==> src/rtl/ex_stage_if.sv <==
// ex_stage_if: ID->EX pipeline bundle into the execute stage, plus the
// EX->WB register outputs and the stall returned to the ID side.
// Operand-source encoding: 0 = takeGPR, 1 = takeImm, 2 = takeFwd.
// Opcode encoding: LD=0 ADD=1 SUB=2 AND=3 OR=4 XOR=5 SHL=6 SHR=7 MUL=8.
interface ex_stage_if #(
  parameter int DATA_W = 16,
  parameter int RF_AW  = 3
);
  logic              wr_enx1;
  logic [1:0]        ALUsrc1x1;
  logic [1:0]        ALUsrc2x1;
  logic [3:0]        ALUopx1;
  logic [DATA_W-1:0] immx1;
  logic [DATA_W-1:0] dat1x1;
  logic [DATA_W-1:0] dat2x1;
  logic [RF_AW-1:0]  dstx1;
  logic              stall;
  logic              wr_enx2;
  logic [RF_AW-1:0]  dstx2;
  logic [DATA_W-1:0] resx2;

  // ID side: drives the bundle, honours stall, observes writeback
  modport master (
    output wr_enx1, ALUsrc1x1, ALUsrc2x1, ALUopx1, immx1, dat1x1, dat2x1, dstx1,
    input  stall, wr_enx2, dstx2, resx2
  );

  // Execute stage
  modport slave (
    input  wr_enx1, ALUsrc1x1, ALUsrc2x1, ALUopx1, immx1, dat1x1, dat2x1, dstx1,
    output stall, wr_enx2, dstx2, resx2
  );
endinterface

==> src/rtl/ex_stage.sv <==
// ex_stage: execute stage of the pipelined microcontroller. Selects the
// operands, runs the ALU and writes the EX->WB register. resx2 doubles as
// the forwarding source for the following instruction.
//
// Build option EX_MUL_EN: when defined, MUL runs as an iterative
// shift-and-add over DATA_W cycles and stalls the ID side meanwhile. When
// undefined, no multiplier exists, stall is tied low and MUL is a bubble.
//
// MUL sequencer (EX_MUL_EN only):
//   state | meaning
//   IDLE  | single-cycle ops execute; a valid MUL latches operands -> BUSY
//   BUSY  | one multiplier bit per cycle; at cnt = DATA_W-1 write back -> IDLE
module ex_stage #(
  parameter int DATA_W = 16,
  parameter int RF_AW  = 3
) (
  input logic         clock,
  input logic         reset_n,
  ex_stage_if.slave   bus
);

  localparam int SH_W = $clog2(DATA_W);

  localparam logic [1:0] SRC_GPR = 2'd0;
  localparam logic [1:0] SRC_IMM = 2'd1;
  localparam logic [1:0] SRC_FWD = 2'd2;

  localparam logic [3:0] OP_LD  = 4'd0;
  localparam logic [3:0] OP_ADD = 4'd1;
  localparam logic [3:0] OP_SUB = 4'd2;
  localparam logic [3:0] OP_AND = 4'd3;
  localparam logic [3:0] OP_OR  = 4'd4;
  localparam logic [3:0] OP_XOR = 4'd5;
  localparam logic [3:0] OP_SHL = 4'd6;
  localparam logic [3:0] OP_SHR = 4'd7;
  localparam logic [3:0] OP_MUL = 4'd8;

  logic              wr_en_q;
  logic [RF_AW-1:0]  dst_q;
  logic [DATA_W-1:0] res_q;

  logic [DATA_W-1:0] src1;
  logic [DATA_W-1:0] src2;
  logic [DATA_W-1:0] alu_res;
  logic              is_mul;

  assign bus.wr_enx2 = wr_en_q;
  assign bus.dstx2   = dst_q;
  assign bus.resx2   = res_q;
  assign is_mul      = (bus.ALUopx1 == OP_MUL);

  // Operand 1 select; forwarding reads the current EX->WB result
  always_comb begin
    src1 = bus.dat1x1;
    case (bus.ALUsrc1x1)
      SRC_GPR: src1 = bus.dat1x1;
      SRC_IMM: src1 = bus.immx1;
      SRC_FWD: src1 = res_q;
      default: src1 = bus.dat1x1;
    endcase
  end

  // Operand 2 select
  always_comb begin
    src2 = bus.dat2x1;
    case (bus.ALUsrc2x1)
      SRC_GPR: src2 = bus.dat2x1;
      SRC_IMM: src2 = bus.immx1;
      SRC_FWD: src2 = res_q;
      default: src2 = bus.dat2x1;
    endcase
  end

  // Single-cycle ALU; MUL is handled by the sequencer, not here
  always_comb begin
    alu_res = '0;
    case (bus.ALUopx1)
      OP_LD:   alu_res = src2;
      OP_ADD:  alu_res = src1 + src2;
      OP_SUB:  alu_res = src1 - src2;
      OP_AND:  alu_res = src1 & src2;
      OP_OR:   alu_res = src1 | src2;
      OP_XOR:  alu_res = src1 ^ src2;
      OP_SHL:  alu_res = src1 << src2[SH_W-1:0];
      OP_SHR:  alu_res = src1 >> src2[SH_W-1:0];
      default: alu_res = '0;
    endcase
  end

`ifdef EX_MUL_EN

  localparam logic [0:0] ST_IDLE = 1'b0;
  localparam logic [0:0] ST_BUSY = 1'b1;

  localparam int CNT_W = $clog2(DATA_W);
  localparam logic [CNT_W-1:0] CNT_LAST = CNT_W'(DATA_W - 1);

  logic [0:0]        state;
  logic [CNT_W-1:0]  cnt;
  logic [DATA_W-1:0] mcand;
  logic [DATA_W-1:0] mplier;
  logic [DATA_W-1:0] acc;
  logic [RF_AW-1:0]  mul_dst;
  logic [DATA_W-1:0] acc_next;

  // Partial-product add for the multiplier bit selected by cnt
  always_comb begin
    acc_next = acc;
    if (mplier[cnt]) acc_next = acc + (mcand << cnt);
  end

  // Stall is a function of control only, never of operand data
  always_comb begin
    bus.stall = 1'b0;
    if (reset_n) begin
      if (state == ST_BUSY)   bus.stall = (cnt != CNT_LAST);
      else                    bus.stall = bus.wr_enx1 && is_mul;
    end
  end

  // EX->WB register and MUL sequencer
  always_ff @(posedge clock) begin
    if (!reset_n) begin
      wr_en_q <= 1'b0;
      dst_q   <= '0;
      res_q   <= '0;
      state   <= ST_IDLE;
      cnt     <= '0;
      mcand   <= '0;
      mplier  <= '0;
      acc     <= '0;
      mul_dst <= '0;
    end else begin
      case (state)
        ST_IDLE: begin
          if (bus.wr_enx1 && is_mul) begin
            mcand   <= src1;
            mplier  <= src2;
            mul_dst <= bus.dstx1;
            acc     <= '0;
            cnt     <= '0;
            wr_en_q <= 1'b0;
            state   <= ST_BUSY;
          end else if (bus.wr_enx1) begin
            res_q   <= alu_res;
            dst_q   <= bus.dstx1;
            wr_en_q <= 1'b1;
          end else begin
            wr_en_q <= 1'b0;
          end
        end
        ST_BUSY: begin
          acc <= acc_next;
          cnt <= cnt + 1'b1;
          if (cnt == CNT_LAST) begin
            res_q   <= acc_next;
            dst_q   <= mul_dst;
            wr_en_q <= 1'b1;
            state   <= ST_IDLE;
          end else begin
            wr_en_q <= 1'b0;
          end
        end
        default: begin
          state   <= ST_IDLE;
          wr_en_q <= 1'b0;
        end
      endcase
    end
  end

`else

  assign bus.stall = 1'b0;

  // EX->WB register; MUL without the multiplier behaves as a bubble
  always_ff @(posedge clock) begin
    if (!reset_n) begin
      wr_en_q <= 1'b0;
      dst_q   <= '0;
      res_q   <= '0;
    end else if (bus.wr_enx1 && !is_mul) begin
      res_q   <= alu_res;
      dst_q   <= bus.dstx1;
      wr_en_q <= 1'b1;
    end else begin
      wr_en_q <= 1'b0;
    end
  end

`endif

endmodule
==> src/flat_wrapper.sv <==
// flat-port wrapper written by rule: the top's interface ports become plain ports
module ex_stage_flat 
#(
  parameter int DATA_W = 16,
  parameter int RF_AW  = 3
)
  (clock, reset_n, bus_wr_enx1, bus_ALUsrc1x1, bus_ALUsrc2x1, bus_ALUopx1, bus_immx1, bus_dat1x1, bus_dat2x1, bus_dstx1, bus_stall, bus_wr_enx2, bus_dstx2, bus_resx2);
  ex_stage_if #(.DATA_W(DATA_W), .RF_AW(RF_AW)) bus_i ();
  input logic clock;
  input logic reset_n;
  input wire logic [$bits(bus_i.wr_enx1)-1:0] bus_wr_enx1;
  input wire logic [$bits(bus_i.ALUsrc1x1)-1:0] bus_ALUsrc1x1;
  input wire logic [$bits(bus_i.ALUsrc2x1)-1:0] bus_ALUsrc2x1;
  input wire logic [$bits(bus_i.ALUopx1)-1:0] bus_ALUopx1;
  input wire logic [$bits(bus_i.immx1)-1:0] bus_immx1;
  input wire logic [$bits(bus_i.dat1x1)-1:0] bus_dat1x1;
  input wire logic [$bits(bus_i.dat2x1)-1:0] bus_dat2x1;
  input wire logic [$bits(bus_i.dstx1)-1:0] bus_dstx1;
  output wire logic [$bits(bus_i.stall)-1:0] bus_stall;
  output wire logic [$bits(bus_i.wr_enx2)-1:0] bus_wr_enx2;
  output wire logic [$bits(bus_i.dstx2)-1:0] bus_dstx2;
  output wire logic [$bits(bus_i.resx2)-1:0] bus_resx2;
  assign bus_i.wr_enx1 = bus_wr_enx1;
  assign bus_i.ALUsrc1x1 = bus_ALUsrc1x1;
  assign bus_i.ALUsrc2x1 = bus_ALUsrc2x1;
  assign bus_i.ALUopx1 = bus_ALUopx1;
  assign bus_i.immx1 = bus_immx1;
  assign bus_i.dat1x1 = bus_dat1x1;
  assign bus_i.dat2x1 = bus_dat2x1;
  assign bus_i.dstx1 = bus_dstx1;
  assign bus_stall = bus_i.stall;
  assign bus_wr_enx2 = bus_i.wr_enx2;
  assign bus_dstx2 = bus_i.dstx2;
  assign bus_resx2 = bus_i.resx2;
  ex_stage #(.DATA_W(DATA_W), .RF_AW(RF_AW)) u_core (.clock(clock), .reset_n(reset_n), .bus(bus_i));
endmodule
==> config.mk <==
export PLATFORM = sky130hd
export DESIGN_NAME = ex_stage_flat
export DESIGN_NICKNAME = d
export VERILOG_FILES = /design/src/rtl/ex_stage_if.sv /design/src/rtl/ex_stage.sv /design/src/flat_wrapper.sv
export SDC_FILE = /design/constraint.sdc
export NUM_CORES = 1
export LEC_CHECK = 0
export CAP_MARGIN = 25
export CORE_ASPECT_RATIO = 1.4
export CORE_UTILIZATION = 55
export DETAILED_ROUTE_END_ITERATION = 10
export PLACE_DENSITY = 0.92
export SLEW_MARGIN = 20
export SYNTH_ARGS = -nofsm -noshare
export SYNTH_HDL_FRONTEND = slang
export SYNTH_SLANG_ARGS = --single-unit
==> constraint.sdc <==
create_clock -name clock -period 7.2 [get_ports clock]
set_clock_uncertainty 0.2 [all_clocks]
set_input_delay 1.08 -clock clock [delete_from_list [all_inputs] [get_ports clock]]
set_output_delay 1.08 -clock clock [all_outputs]
set_load 0.03 [all_outputs]
---- Word-level counts from Yosys, hierarchy flattened ----
Cells that the tools add are included.
cells by class
  $add $sub $neg .......................... 2
  equality and inequality tests ........... 12
  shift-type cells ........................ 2
  multiplexer cells ....................... 4
  bitwise logic cells ..................... 3
  reductions and logical operators ........ 3
operators with widths
  kind                                            number
  one-hot mux 16 bit (8 select lines)             1
  one-hot mux 16 bit (2 select lines)             2
  adder 16 bit                                    1
  AND 16 bit                                      1
  == test 4 x 3 -> 1 bit (second input constant)  4
  bitwise OR 16 bit                               1
  left shift 16 x 4 -> 16 bit                     1
  right shift 16 x 4 -> 16 bit                    1
  subtractor 16 bit                               1
  XOR 16 bit                                      1
  == test 4 x 2 -> 1 bit (second input constant)  2
  == test 2 x 1 -> 1 bit (second input constant)  2
  == test 2 bit (second input constant)           2
  == test 4 x 1 -> 1 bit (second input constant)  1
  == test 4 bit (second input constant)           1
  zero test 4 bit                                 1
  logical AND 1 bit                               1
  zero test 1 bit                                 1
  two-way mux 1 bit                               1
word-level totals
  bits in registers ....................... 20
  output and inout bits ................... 21
  word-level logic and storage cells ...... 29

---- Depth between registers and ports, before layout ----
Gate-level depths: netlist of run 1.
  word-level depth ........................ 4
  depth in mapped cells ................... 22
  depth with buffers taken out ............ 18

---- Worst setup path before layout of run 1 ----
Ideal clock, no wire load.
  path type ............................... input to register
  start ................................... input bus_ALUsrc2x1[0]
  end ..................................... register u_core.res_q[15], in the netlist u_core.bus.resx2[15]
  library setup time ...................... 0.122 ns
  arrival ................................. 5.084 ns
  required time ........................... 6.878 ns
  path slack .............................. 1.794 ns
  stages on the path ...................... 22
  path buffers ............................ 6
  cell sequence ........................... inv_1 ha_1 buf_2 buf_4 buf_4 inv_1 o21ai_1 buf_2 buf_2 buf_2 nand2_1 o31ai_1 xnor2_1 ha_1 a21oi_1 nor2_1 nor4b_1 a21oi_1 a31oi_1 o21ai_0 xnor2_1 a221o_1
between the ends
  cells in the longest elaborated chain, start to end .. 4
  elaborated cells between the ends (all ways) .. 11
  classes of those cells .................. add/sub (2); eq/ne (2); shift (2); mux (2); bitwise (3)
RTL lines
  item                                                     RTL line            source
  start: declaration                                       flat_wrapper.sv:13  input wire logic [$bits(bus_i.ALUsrc2x1)-1:0] bus_ALUsrc2x1;
  == test 2 bit or == test 2 x 1 -> 1 bit (tied branches)  ex_stage.sv:66      case (bus.ALUsrc2x1)
  one-hot mux 16 bit (2 select lines) (*)                  ex_stage.sv:66
  subtractor 16 bit (tied with other cells)                ex_stage.sv:80      OP_SUB: alu_res = src1 - src2;
  one-hot mux 16 bit (8 select lines) (*)                  ex_stage.sv:77      case (bus.ALUopx1)
  end signal: assignment                                   ex_stage.sv:183     res_q <= alu_res;
  end: declaration                                         ex_stage.sv:40      logic [DATA_W-1:0] res_q;
Mark *: on every way between the ends. The rest lies on a longest branch, timed or not.
A chain may end at the register's enable or synchronous reset.

---- Worst setup path in the final report of run 1 ----
Ends and elaborated chain as after synthesis.

==> key figures, run 1 <==
Floorplan
  • Core box area: 0.00810 mm^2
  • I/O pin count: 83
  • Num rows: 39
  • Die Height: 110 um
  • Die area: 0.00871 mm^2
  • Die Wd: 79.2 um
  • Initial Utilization: 56.6%

Timing
  • Post-layout min period: 5.98 ns
  • RSZ-0062 raised after global routing: no
  • Final setup vio count: 0
  • Final worst setup slack: 1.22 ns
  • Period utilisation layout: 83.1%
  • Hold Fails Final Rpt: 0
  • Highest Clock Rate: 167 MHz
  • Max-slew headroom: 26.7%
  • Setup_tns: 0 ns
  • Worst Tran Pin Value: 1.10 ns
  • Fin. max-slew vios: 0

Final layout
  • P&R area growth vs syn: 21.2%
  • Reg area: 400 um^2
  • Fin nets: 802
  • Layout cells sized above 1: 6.44%
  • Final non-filler cell area: 0.00555 mm^2
  • Diodes inserted: 0
  • # fillers: 690
  • Finished Layout Cells: 785
  • Area of the multi-input gates: 0.00384 mm^2

Worst setup path
  • Required time of the critical path: 7.15 ns
  • CP Launch Type: primary input
  • Worst-path maximum fanout: 28
  • CP Class: primary input to register
  • Slowest Stage Delay on Critical Path: 0.78 ns
  • Critical path's slowest cell: ha_1
  • Critical Path End Type: register
  • Crit path arrival time: 5.93 ns
  • CP cell instances: clkdlybuf4s50_1 -> inv_1 -> ha_1 -> o21a_1 -> inv_1 -> nor4_1 -> nand4_1 -> nand2_1 -> xnor2_1 -> ha_1 -> a21o_1 -> a21oi_1 -> nor4b_1 -> a21oi_1 -> a31oi_1 -> o21ai_0 -> xnor2_1 -> a221o_1
  • Worst R2R Setup Slack: 2.94 ns

GRT
  • Vias in the first global route: 5,157
  • Met2 Use GR: 68.3%
  • GR peak layer: met2
  • Initial antenna violation count: 0
  • GRT Residual Overflow: 0
  • M3 GR Usage: 3.62%
  • Routing usage on met1: 50.0%
  • First-pass GRT wire length: 27,100 um
  • Pin count of the biggest net entering global routing: 33
  • GRT Util Overall: 40.6%

Logic synthesis
  • Fraction of registers with async set/reset: 0%
  • Number of synthesized flops with an enable pin: 0
  • Yosys warns: 0
  • Synth Cell Area: 0.00458 mm^2
  • Synthesis-stage register bit count: 20
  • Area leader, netlist: ha_1
  • Post-synthesis area per instance: 7.34 um^2
  • Mapped Cells: 625
  • Commonest cells post-synth: nor2_1 (58), ha_1 (55), nand2_1 (52)
  • Synth area leaders: ha_1 (15%), mux2i_1 (10%), dfxtp_1 (8.7%), nor2_1 (4.7%), a221o_1 (4.6%)
  • Distinct cell type count of the synthesized netlist: 61
  • Register area share after synthesis: 8.73%
  • Count leader, synth: nor2_1
  • Ys flop type: dfxtp_1
  • Share of the synthesized area in the top cell type: 15.0%
  • Syn_nets: 743

Clock network
  • Cts hold-fix bufs: 0
  • Clk slew on worst S/H paths: 0.06 ns
  • CTS tree: yes
  • Max clock buf depth: 2
  • Root buffer cell: clkbuf_16
  • Post-CTS sizing: 0
  • H-tree Lvls: 1
  • Postcts setup bufs: 0
  • Clock Sinks: 20
  • Latest clock arrival within the worst-skew pair: 0.26 ns
  • Total CTS buffers: 3

Pwr
  • Total power: 0.905 mW
  • IR drop worst, VDD: 0.000111 V
  • Lkg Pwr: 2.40 nW
  • P per Cell Area: 163 mW/mm^2

Routing
  • Vias after detailed routing: 5,405
  • DR iter-0 viols: 966
  • Vias/cell: 6.89
  • Drt wl/cell: 22.5 um
  • Drt pass-1 iters: 9
  • Drt drc: 2
  • Antenna viol nets, final: 0
  • WL final: 17,700 um

Place
  • Placer Congestion: 1.07
  • Port Buffers: 81
  • Hpwl dp: 13,800 um
  • Pre-CTS setup slack: 1.02 ns
  • Cells after DPL: 781
  • Placed Area: 0.00545 mm^2

Outcome
  • Status: complete, but fails checks
  • Violated checks: DRC

Hold path
  • Min-delay worst type: register to register

Flow run
  • Max-Cap Viols: 0
[critical path: cells and delay by family]
family                     cells  cell delay, ns
buffers and inverters          3            0.78
xor gates and xnor gates       2            0.32
and+or+nand+nor                4            0.99
adders and majority gates      2            1.09
AOI/OAI and AO/OA              7            1.67
[where the power goes]
group          internal, mW  leakage, nW  switching, mW
clock network         0.111       0.0511         0.0500
registers             0.116        0.163        0.00615
logic                 0.251         2.19          0.372
[flip-flops by register name, summed over array words and instances (netlist names)]
| signal | cells |
|---|---|
| u_core.bus.resx2 | 16 |
| u_core.bus.dstx2 | 3 |
| u_core.bus.wr_enx2 | 1 |
[through the flow]
| stage | hold WS [ns] | utilization (%) |
|---|---|---|
| after detailed placement | 0.294 | 67.2 |
| final | 0.312 | 68.6 |
| after CTS | 0.311 | 68.5 |
| after global placement | 0.276 | 67.1 |
| after global routing | 0.329 | 68.6 |
| after floorplan | 0.405 | - |
[final timing paths]
check | cells after the start | to | start
hold reg to reg | 2 | u_core.bus.dstx2[2] | u_core.bus.dstx2[2]
setup reg to reg | 16 | u_core.bus.resx2[15] | u_core.bus.resx2[3]
setup / recovery | 18 | u_core.bus.resx2[15] | bus_ALUsrc2x1[0]
hold / removal | 2 | u_core.bus.dstx2[2] | u_core.bus.dstx2[2]
[placed cells by master, fill, tap and decap left out, drive strengths merged, types with 2 or more instances in the layout]
cell	netlist	routed
nor4	4	4
dfxtp	20	20
and3	2	2
o221ai	5	5
inv	42	42
a311oi	3	3
nor2b	4	4
nand4	2	2
xor2	5	5
a221o	21	21
mux2i	48	48
nor2	58	58
a21o	11	11
a31oi	10	10
o211ai	5	5
mux2	12	12
nor3	9	9
a22oi	28	28
o21a	11	11
a221oi	19	19
o2111ai	2	2
nand2	52	52
o21ai	57	57
clkdlybuf4s50	0	81
buf	17	14
nand2b	6	6
a211oi	4	4
nand3b	2	2
nand3	10	10
o31ai	4	4
ha	55	55
or3	2	2
xnor2	21	21
clkbuf	24	3
a21oi	31	31
[layer usage]
layer | vias to the layer above | wire length (um)
li1 | 2449 | -
met1 | 2523 | 6760
met2 | 362 | 8170
met3 | 71 | 1600
met4 | 0 | 1130
met5 | - | 0
[logic make-up after synthesis]
family / count (synthesis) / share of synthesized area, %
fa+ha+maj: 56 / 15.4
other cells: 1 / 0.0818
mux: 61 / 13.9
compound gates: 221 / 33.6
flops: 20 / 8.73
buf+inv: 84 / 7.72
simple gates: 156 / 15.3
xor+xnor: 26 / 5.13
[cell type report]
class	count	area share, %
timing repair buffer	95	16.5
clock inverter	1	0.541
sequential	20	7.21
clock buffer	3	1.35
tap	102	2.30
inverter	43	2.91
multi-input combinational	521	69.2
(Power assumes the default switching activity.)
==> inputs of run 2 (changes only) <==
- CORE_UTILIZATION: 55 -> 50
- PLACE_DENSITY: 0.92 -> 0.89
- clock period: 7.2 -> 4.8 ns (I/O delays scaled with it)
==> key figures, run 2 (synthesized netlist as in run 1, its figures left out) <==
Outcome
  • Status: finished, final reports clean

Timing
  • Final worst setup slack: 0.223 ns (-0.995 ns)
  • Worst Tran Pin Value: 0.871 ns (-0.225 ns)
  • Max-slew headroom: 41.3% (+15 points)
  • RSZ-0062 raised after global routing: no
  • Post-layout min period: 4.58 ns
  • Fin. max-slew vios: 0 (unchanged)
  • Period utilisation layout: 95.4%
  • Hold Fails Final Rpt: 0 (unchanged)
  • Highest Clock Rate: 218 MHz
  • Final setup vio count: 0 (unchanged)

Worst setup path
  • CP Buf/Inv Count: 4 (+1)
  • Required time of the critical path: 4.78 ns (-2.37 ns)
  • Worst r2r src: u_core.bus.resx2[2]
  • CP Launch Type: primary input
  • Crit path arrival time: 4.56 ns (-1.37 ns)
  • CP cell instances: clkdlybuf4s50_1 -> inv_1 -> ha_1 -> o21ai_0 -> inv_1 -> ha_1 -> inv_1 -> fa_1 -> a21oi_1 -> o22ai_1 -> o2111ai_1 -> nand3_1 -> o211ai_1 -> nand2b_1 -> mux2_2 -> a211oi_1
  • CP most frequent cell: inv_1
  • Worst Reg2Reg Path Length in Cells: 17 (+1)
  • Worst R2R Setup Slack: 1.03 ns (-1.91 ns)
  • CP Class: primary input to register
  • Slowest Stage Delay on Critical Path: 0.48 ns (-0.30 ns)
  • FF-to-FF End: u_core.bus.resx2[15]
  • Critical Path End Type: register
  • Critical path's slowest cell: clkdlybuf4s50_1
  • Worst-path maximum fanout: 9 (-68%)
  • Critical path's top delay family: compound AO/OA/AOI/OAI gates

Pwr
  • Lkg Pwr: 2.91 nW (+21%)
  • IR drop worst, VDD: 0.000159 V (+43%)
  • P per Cell Area: 251 mW/mm^2 (+54%)

Floorplan
  • Core box area: 0.00898 mm^2 (+11%)
  • Initial Utilization: 51.1% (-5.5 points)
  • Num rows: 41 (+5.1%)
  • Die Wd: 82.9 um (+4.8%)
  • Die area: 0.00956 mm^2 (+9.8%)
  • I/O pin count: 83 (unchanged)
  • Die Height: 115 um (+4.8%)

Place
  • Cells after DPL: 876 (+12%)
  • Hpwl dp: 16,500 um (+20%)
  • Placer Congestion: 1.13 (+5.4%)
  • Port Buffers: 81 (unchanged)
  • Pre-CTS setup slack: -0.357 ns (-1.38 ns)

Routing
  • Drt pass-1 iters: 5 (-4)
  • Drt wl/cell: 23.7 um (+5.2%)
  • Vias/cell: 6.71 (-2.5%)
  • DR iter-0 viols: 674 (-30%)
  • Antenna viol nets, final: 0 (unchanged)
  • Drt drc: 0 (-2)
  • WL final: 21,000 um (+19%)
  • Vias after detailed routing: 5,946 (+10%)

Hold path
  • Worst hold endpoint: u_core.bus.dstx2[1]
  • Min-delay worst type: register to register
  • Hold path depth: 2 (unchanged)
  • Min-delay src: u_core.bus.dstx2[1]

Final layout
  • Max reg flops: 16 (unchanged)
  • Diodes inserted: 0 (unchanged)
  • Most common cell after layout, fill and taps aside: buf_4
  • Layout cells sized above 1: 19.8% (+13 points)
  • P&R area growth vs syn: 38.9%
  • # fillers: 748 (+8.4%)
  • Most frequent cells in the layout: buf_4 (109), clkdlybuf4s50_1 (79), nor2_1 (57)
  • Fin nets: 898 (+12%)
  • Finished Layout Cells: 886 (+13%)

GRT
  • First-pass GRT wire length: 31,700 um (+17%)
  • Pin count of the biggest net entering global routing: 25 (-24%)
  • Initial antenna violation count: 0 (unchanged)
  • GRT Util Overall: 42.9% (+2.3 points)
  • Vias in the first global route: 5,879 (+14%)
  • GRT Residual Overflow: 0 (unchanged)

Clock network
  • Total CTS buffers: 3 (unchanged)
  • Max clock buf depth: 2 (unchanged)
  • Latest clock arrival within the worst-skew pair: 0.27 ns (about the same)
  • H-tree Lvls: 1 (unchanged)
  • Clock Sinks: 20 (unchanged)
  • Cts hold-fix bufs: 0 (unchanged)
  • CTS tree: yes
  • Root buffer cell: clkbuf_16
  • Clk slew on worst S/H paths: 0.07 ns (about the same)

Flow run
  • Max-Cap Viols: 0 (unchanged)
## run 2: area by class of cell
| cell class | instances | area, um^2 | share of cell area, % |
|---|---|---|---|
| inverters | 43 | 161 | 2.54 |
| repair buffers | 191 | 1650 | 25.8 |
| well taps | 107 | 134 | 2.10 |
| multi-input cells | 521 | 3920 | 61.6 |
| clock buffers | 3 | 75.1 | 1.18 |
| clock inverters | 1 | 30.0 | 0.472 |
| flip-flops and latches | 20 | 400 | 6.29 |
## run 2: timing repair
item	CTS	global route
pin swaps	1	13
resized for setup	4	19
setup endpoints to repair	3	6
buffers inserted	2	4
gates cloned	0	0
## run 2: worst max path at each step
stage,slack (ns),cells after the start,from,endpoint
6_report,0.22,16,bus_ALUsrc1x1[0],u_core.bus.resx2[14]
5_1_grt,0.06,16,bus_ALUsrc1x1[0],u_core.bus.resx2[14]
4_1_cts,0.07,19,bus_ALUsrc2x1[0],u_core.bus.resx2[15]
3_5_place_dp,-0.36,19,bus_ALUsrc2x1[0],u_core.bus.resx2[14]
3_3_place_gp,-0.23,19,bus_ALUsrc2x1[0],u_core.bus.resx2[14]
2_1_floorplan,0.006,22,bus_ALUsrc2x1[0],u_core.bus.resx2[15]
## run 2: layer usage
metal / global-route usage (%) / vias to the layer above / share of wire [%]
met4: 28.7 / 0 / 7.8
met2: 71.4 / 432 / 46
met5: 0 / - / 0
li1: - / 2646 / -
met3: 8.04 / 129 / 11
met1: 50.3 / 2739 / 36
## run 2: stage by stage
step	cell area [um^2]	util, %	power, mW	hold slack (ns)	TNS (ns)
after global placement	6130	68.3	1.25	0.274	-0.496
after detailed placement	6130	68.3	1.27	0.286	-1.07
after floorplan	4600	-	0.829	0.405	0
after global routing	6370	70.9	1.68	0.330	0
final	6370	70.9	1.60	0.298	0
after CTS	6270	69.8	1.52	0.302	0
## run 2: power by group
group          switching (mW)  internal [mW]  leakage (nW)  total [mW]
Combinational           0.642          0.534          2.69        1.18
Sequential            0.00924          0.173         0.163       0.183
Clock                  0.0768          0.166        0.0511       0.243
## run 2: worst register-to-register path: cells and delay by family, from the launching register on
| family | cells | cell delay [ns] |
|---|---|---|
| AO/OA/AOI/OAI | 8 | 1.52 |
| AND/OR/NAND/NOR | 4 | 0.76 |
| flip-flops | 1 | 0.35 |
| XOR/XNOR | 2 | 0.32 |
| adder cells (fa/ha/maj) | 1 | 0.30 |
| buffers and inverters | 2 | 0.23 |
